===== src/rtl/divider_pkg.sv =====
// divider_pkg
//   Definitions shared by the divider control sequencer and the remainder
//   datapath: operand width, the ALU function code that requests a trial
//   subtraction, the iteration count and the datapath operation decode.
package divider_pkg;

    localparam int DIV_WIDTH = 32;
    localparam logic [5:0] SUBU_FUNC = 6'b001010;
    localparam int DIV_ITERATIONS = 32;

    // Remainder-register operation selected for one clock.
    typedef enum logic [2:0] {
        OP_HOLD,
        OP_LOAD,
        OP_SRL,
        OP_SUB_SHIFT,
        OP_SHIFT
    } rem_op_e;

    // Resolves the control strobes into one operation.
    // Priority: load > right shift > subtract/shift > plain shift > hold.
    function automatic rem_op_e decode_op(
        input logic       w_ctrl,
        input logic       srl_ctrl,
        input logic       sll_ctrl,
        input logic [5:0] subu_ctrl
    );
        rem_op_e op;
        if (w_ctrl) begin
            op = OP_LOAD;
        end else if (srl_ctrl) begin
            op = OP_SRL;
        end else if (sll_ctrl && (subu_ctrl == SUBU_FUNC)) begin
            op = OP_SUB_SHIFT;
        end else if (sll_ctrl) begin
            op = OP_SHIFT;
        end else begin
            op = OP_HOLD;
        end
        return op;
    endfunction

endpackage


===== src/rtl/divider_subu.sv =====
// divider_subu
//   Trial subtractor: (W+1)-bit minuend minus W-bit subtrahend, both treated
//   as unsigned, producing a (W+2)-bit two's-complement difference whose top
//   bit is the borrow (negative result).
// Ports:
//   minuend     in  W+1  upper half of the remainder register
//   subtrahend  in  W    divisor
//   diff        out W+2  minuend - subtrahend
module divider_subu #(
    parameter int WIDTH = 32
) (
    input  logic [WIDTH:0]   minuend,
    input  logic [WIDTH-1:0] subtrahend,
    output logic [WIDTH+1:0] diff
);

    assign diff = {1'b0, minuend} - {2'b00, subtrahend};

endmodule


===== src/rtl/divider_remainder_datapath.sv =====
// divider_remainder_datapath
//   Restoring-division datapath for the unsigned sequential divider. Holds a
//   (2*WIDTH+1)-bit remainder register and a WIDTH-bit divisor register and
//   executes the sequencer's load / subtract-shift / shift / fix-up commands,
//   one quotient bit per clock. The sequencer sees the trial-subtraction sign
//   on MSB.
// Optional feature (macro DIV_ZERO_DETECT_EN):
//   when defined, DivZero is a registered flag updated on every load with
//   (Divisor == 0); when undefined, DivZero is tied low and no comparator exists.
// Ports:
//   clk        in   1      rising-edge clock
//   Reset_n    in   1      asynchronous active-low reset
//   Dividend   in   WIDTH  operand, sampled on load
//   Divisor    in   WIDTH  operand, sampled on load
//   W_ctrl     in   1      load operands
//   SUBU_ctrl  in   6      ALU function; SUBU_FUNC requests a trial subtract
//   SLL_ctrl   in   1      shift remainder left one bit
//   SRL_ctrl   in   1      shift upper remainder half right one bit
//   MSB        out  1      trial difference is negative (upper half < divisor)
//   Quotient   out  WIDTH  lower half of the remainder register
//   Remainder  out  WIDTH  upper half of the remainder register (low WIDTH bits)
//   DivZero    out  1      divide-by-zero flag
module divider_remainder_datapath
    import divider_pkg::*;
#(
    parameter int WIDTH = DIV_WIDTH
) (
    input  logic             clk,
    input  logic             Reset_n,
    input  logic [WIDTH-1:0] Dividend,
    input  logic [WIDTH-1:0] Divisor,
    input  logic             W_ctrl,
    input  logic [5:0]       SUBU_ctrl,
    input  logic             SLL_ctrl,
    input  logic             SRL_ctrl,
    output logic             MSB,
    output logic [WIDTH-1:0] Quotient,
    output logic [WIDTH-1:0] Remainder,
    output logic             DivZero
);

    logic [2*WIDTH:0] rem;
    logic [WIDTH-1:0] dvs;
    logic [WIDTH:0]   upper;
    logic [WIDTH-1:0] lower;
    logic [WIDTH+1:0] trial;
    rem_op_e          op;

    // Upper half is WIDTH+1 bits wide: during the iterations it may reach
    // 2*dvs-1, so the bit shifted out of the WIDTH-bit half must be kept.
    assign upper = rem[2*WIDTH:WIDTH];
    assign lower = rem[WIDTH-1:0];

    divider_subu #(
        .WIDTH (WIDTH)
    ) u_subu (
        .minuend    (upper),
        .subtrahend (dvs),
        .diff       (trial)
    );

    // Borrow of the trial subtraction, evaluated every cycle regardless of
    // the ALU function. With dvs == 0 this is always 0.
    assign MSB = trial[WIDTH+1];

    assign op = decode_op(W_ctrl, SRL_ctrl, SLL_ctrl, SUBU_ctrl);

    always_ff @(posedge clk or negedge Reset_n) begin
        if (!Reset_n) begin
            rem <= '0;
            dvs <= '0;
        end else begin
            case (op)
                OP_LOAD: begin
                    dvs <= Divisor;
                    if (SLL_ctrl) begin
                        rem <= {{WIDTH{1'b0}}, Dividend, 1'b0};
                    end else begin
                        rem <= {{(WIDTH+1){1'b0}}, Dividend};
                    end
                end
                OP_SRL: begin
                    rem[2*WIDTH:WIDTH] <= upper >> 1;
                end
                OP_SUB_SHIFT: begin
                    // A non-negative difference is below dvs, so its low
                    // WIDTH bits carry the whole value.
                    if (trial[WIDTH+1]) begin
                        rem <= {upper[WIDTH-1:0], lower, 1'b0};
                    end else begin
                        rem <= {trial[WIDTH-1:0], lower, 1'b1};
                    end
                end
                OP_SHIFT: begin
                    rem <= {rem[2*WIDTH-1:0], 1'b0};
                end
                default: begin
                    rem <= rem;
                end
            endcase
        end
    end

    assign Quotient  = lower;
    assign Remainder = rem[2*WIDTH-1:WIDTH];

`ifdef DIV_ZERO_DETECT_EN
    logic div_zero;

    always_ff @(posedge clk or negedge Reset_n) begin
        if (!Reset_n) begin
            div_zero <= 1'b0;
        end else if (W_ctrl) begin
            div_zero <= (Divisor == '0);
        end
    end

    assign DivZero = div_zero;
`else
    assign DivZero = 1'b0;
`endif

endmodule


===== config.mk =====
export PLATFORM = sky130hd
export DESIGN_NAME = divider_remainder_datapath
export DESIGN_NICKNAME = d
export VERILOG_FILES = /design/src/rtl/divider_pkg.sv /design/src/rtl/divider_subu.sv /design/src/rtl/divider_remainder_datapath.sv
export SDC_FILE = /design/constraint.sdc
export NUM_CORES = 1
export LEC_CHECK = 0
export ABC_AREA = 1
export CAP_MARGIN = 20
export CORE_MARGIN = 2
export CORE_UTILIZATION = 35
export DETAILED_ROUTE_END_ITERATION = 12
export SKIP_LAST_GASP = 1
export SLEW_MARGIN = 20
export SYNTH_ARGS = -nofsm -noshare
export SYNTH_HDL_FRONTEND = slang
export SYNTH_SLANG_ARGS = --single-unit

===== constraint.sdc =====
create_clock -name clk -period 3.3 [get_ports clk]
set_input_delay 0.99 -clock clk [delete_from_list [all_inputs] [get_ports clk]]
set_output_delay 0.99 -clock clk [all_outputs]
set_load 0.02 [all_outputs]

==> results_dict.tcl <==
set metrics [dict create \
    timing.rr.start "rem[32]$_DFFE_PN0P_" \
    hp-class "reg -> reg" \
    synthCells 1250 \
    diodes 0 \
    synth_nets 1358 \
    initial_core_util_pct 35.80 \
    cts_root_buffer "clkbuf_16" \
    cp_slowest_cell "ha_1" \
    fmax_mhz 317.7 \
    numCtsBuffers 9 \
    grt_max_degree 88 \
    n_fill_cell 2419 \
    postCtsHoldBufs 0 \
    grt_antenna_before_repair 0 \
    hp-start "dvs[0]$_DFFE_PN0N_" \
    die_area_mm2 0.02454 \
    wirelength_um 24950 \
    crit_chain "inv_1 > ha_1 > nand2_1 > nor2_1 > inv_2 > nor3_2 > nand2_2 > nand2_2 > inv_1 > clkbuf_2" \
    num_vias 8043 \
    drv_cap 0 \
    synth-compound-area-share_pct 11.51 \
    chipHeight_um 156.6 \
    yosys_warnings 0 \
    area_growth_pct 22.51 \
    syn_area_per_cell_um2 6.524 \
    ir_worst_vdd_v 0.0002108 \
    core_mm2 0.02278 \
    hold_end "dvs[0]$_DFFE_PN0N_" \
    slowest_delay_ps 370 \
    routed_via_density 4.819 \
    power.density_mw_per_mm2 321.4 \
    synth.area.mux_share_pct 0 \
    worst_slack_ps 152.5 \
    ff2ff_setup_slack_ps 670 \
    grt_pass1_wl_um 39920 \
    cp_max_fo 5 \
    dp_cells 1653 \
    final_cell_area_mm2 0.009991 \
    mostFrequentLayoutCells "399 x nand2_1, 204 x inv_1, 136 x clkdlybuf4s50_1" \
    cts_setup_buffers 0 \
    place_congestion 0.9326 \
    place.detailed.hpwl_um 19380 \
    rows 55 \
    leakage_nw 5.181 \
    ant_nets 0 \
    finalCritPeriodShare_pct 95.38 \
    multiInputGateArea_mm2 0.004205 \
    hold_depth 2 \
    drcViolationCount 0 \
    criticalPathCategory "reg -> out" \
    num_io_pins 141 \
    crit_path_end_kind "output port" \
    grt_pass1_vias 7674 \
    slew_headroom_pct 51.37 \
    critPathRequiredTime_ps 2310 \
    r2r_cells 16 \
    synth_seq_cells 97 \
    cp-startpoint "dvs[27]$_DFFE_PN0N_" \
    gr-total-overflow 0 \
    yosys.area_share.adder_pct 5.155 \
    htree_levels 3 \
    fin_util_pct 43.86 \
    cts_tree "built" \
    tightest_slew_ps 729.4 \
    synth_cell_types 36 \
    stdcell_count 1669 \
    seqCellArea_mm2 0.002427 \
    clk_latency_ps 360 \
    numClockSinks 97 \
    fin_nets 1459 \
    dr.pass1.iters 5 \
    setup-tns-final_ps 0 \
    final_common_cell "nand2_1" \
    grt_usage_pct 20.66 \
    hold_viol 0 \
    drt_iter0_markers 539 \
    syn_area_mm2 0.008155 \
    synth_top_family_by_area "simple AND/OR/NAND/NOR gates" \
    timing.final.crit_period_ps 3148 \
    rsz0062_at_grt "false" \
    drive_gt1_share_pct 8.997 \
    yosysSeqAreaShare_pct 29.76 \
    wl_per_cell_um 14.95 \
    startpoint_type "flip-flop" \
    outcome "finished clean" \
    timing.rr.end "rem[61]$_DFFE_PN0P_" \
    synthSimpleGateAreaFrac_pct 33.17 \
    crit_arrival_ps 2160 \
    fin_skew_ps 9.292 \
    maxSlewViolCount 0 \
    cts_buffer_depth 2 \
    io_buffer_count 139 \
    chipWidth_um 156.6 \
    placed_area_mm2 0.009687 \
    post-place-ws_ps 131.4 \
    synthXorXnorAreaFrac_pct 1.504 \
    path_clk_slew_ps 80 \
    setup_viol 0 \
]
## synthesized netlist by cell type
| library cell | count | area share [%] |
|---|---|---|
| nand2_1 | 399 | 18 |
| inv_1 | 204 | 9.4 |
| dfrtp_1 | 97 | 30 |
| nand3_1 | 86 | 5.3 |
| buf_4 | 68 | 6.3 |
| nor2_1 | 61 | 2.8 |
| o22ai_1 | 51 | 3.9 |
| o21ai_0 | 44 | 2.7 |
| ha_1 | 32 | 4.9 |
| clkbuf_1 | 27 | 1.2 |
| a21oi_1 | 26 | 1.6 |
| nand3b_1 | 25 | 2.3 |
| a31oi_1 | 21 | 1.6 |
| nand3_2 | 16 | 2.0 |
| inv_2 | 12 | 0.55 |
| xnor2_1 | 12 | 1.3 |
| o211ai_1 | 11 | 1.0 |
| nand4_1 | 10 | 0.77 |
| buf_2 | 8 | 0.49 |
| buf_6 | 6 | 0.83 |
| nand2_2 | 6 | 0.46 |
| nor3_1 | 6 | 0.37 |
| and2_1 | 3 | 0.23 |
| o21bai_1 | 3 | 0.28 |
| clkinv_1 | 2 | 0.092 |
| nor2_2 | 2 | 0.15 |
| nor2_4 | 2 | 0.28 |
| xor2_1 | 2 | 0.21 |
| a211oi_1 | 1 | 0.092 |
| a21oi_2 | 1 | 0.11 |
| conb_1 | 1 | 0.046 |
| fa_1 | 1 | 0.25 |
| nor3_2 | 1 | 0.12 |
| nor4_1 | 1 | 0.077 |
| o21a_1 | 1 | 0.092 |
| o21ai_2 | 1 | 0.11 |
## worst max path at each step
| stage | slack [ps] | depth (start not counted) | endpoint |
|---|---|---|---|
| 6_report | 150 | 10 | MSB |
| 5_1_grt | 30 | 13 | MSB |
| 4_1_cts | 20 | 9 | MSB |
| 3_5_place_dp | 130 | 9 | MSB |
| 3_3_place_gp | 140 | 13 | MSB |
| 2_1_floorplan | 570 | 13 | MSB |
## flip-flops by register name (all words and copies together), names as in the netlist
signal / flops
rem: 65
dvs: 32
## metrics by stage
| step | power (mW) | hold slack (ps) |
|---|---|---|
| after floorplan | 1.840 | 445.7 |
| after global placement | 2.133 | 467.3 |
| after detailed placement | 2.136 | 486.1 |
| after CTS | 3.239 | 505.4 |
| after global routing | 3.374 | 542.1 |
| final | 3.211 | 501.0 |
## worst max-delay path: cells and delay by family (launching register included)
kind / cells / cell delay, ps
simple gates: 5 / 720
buf+inv: 4 / 370
fa+ha+maj: 1 / 370
flops: 1 / 340
## area by class of cell
class                   count  share of cell area [%]
multi-input cells         826                   42.09
flip-flops and latches     97                   24.30
well taps                 313                   3.920
clock buffers               9                   2.254
clock inverters             7                  0.6888
repair buffers            199                   18.56
inverters                 218                   8.190
## report_power, final
group	total, mW	leakage, nW	switching, mW	internal [mW]
Combinational	0.781	3.83	0.445	0.336
Sequential	1.33	1.21	0.0567	1.27
Clock	1.10	0.140	0.562	0.537
## metal layers
layer  global-route usage [%]  part of all wire [%]  up-vias
li1                         -                     -     4084
met1                    27.67                    48     3714
met2                    33.88                    45      215
met3                    4.486                   5.9       30
met4                    5.199                   1.6        0
met5                        0                     0        -
## cells by family after synthesis
family / count (synthesis)
compound gates: 160
simple gates: 618
fa+ha+maj: 33
xor+xnor: 14
buf+inv: 327
flops: 97
other cells: 1
## repair_timing
item	in CTS	in global routing
pin swaps	0	0
resized for setup	4	1
setup endpoints to repair	1	1
Note: power is estimated with default switching activity, not from simulation.
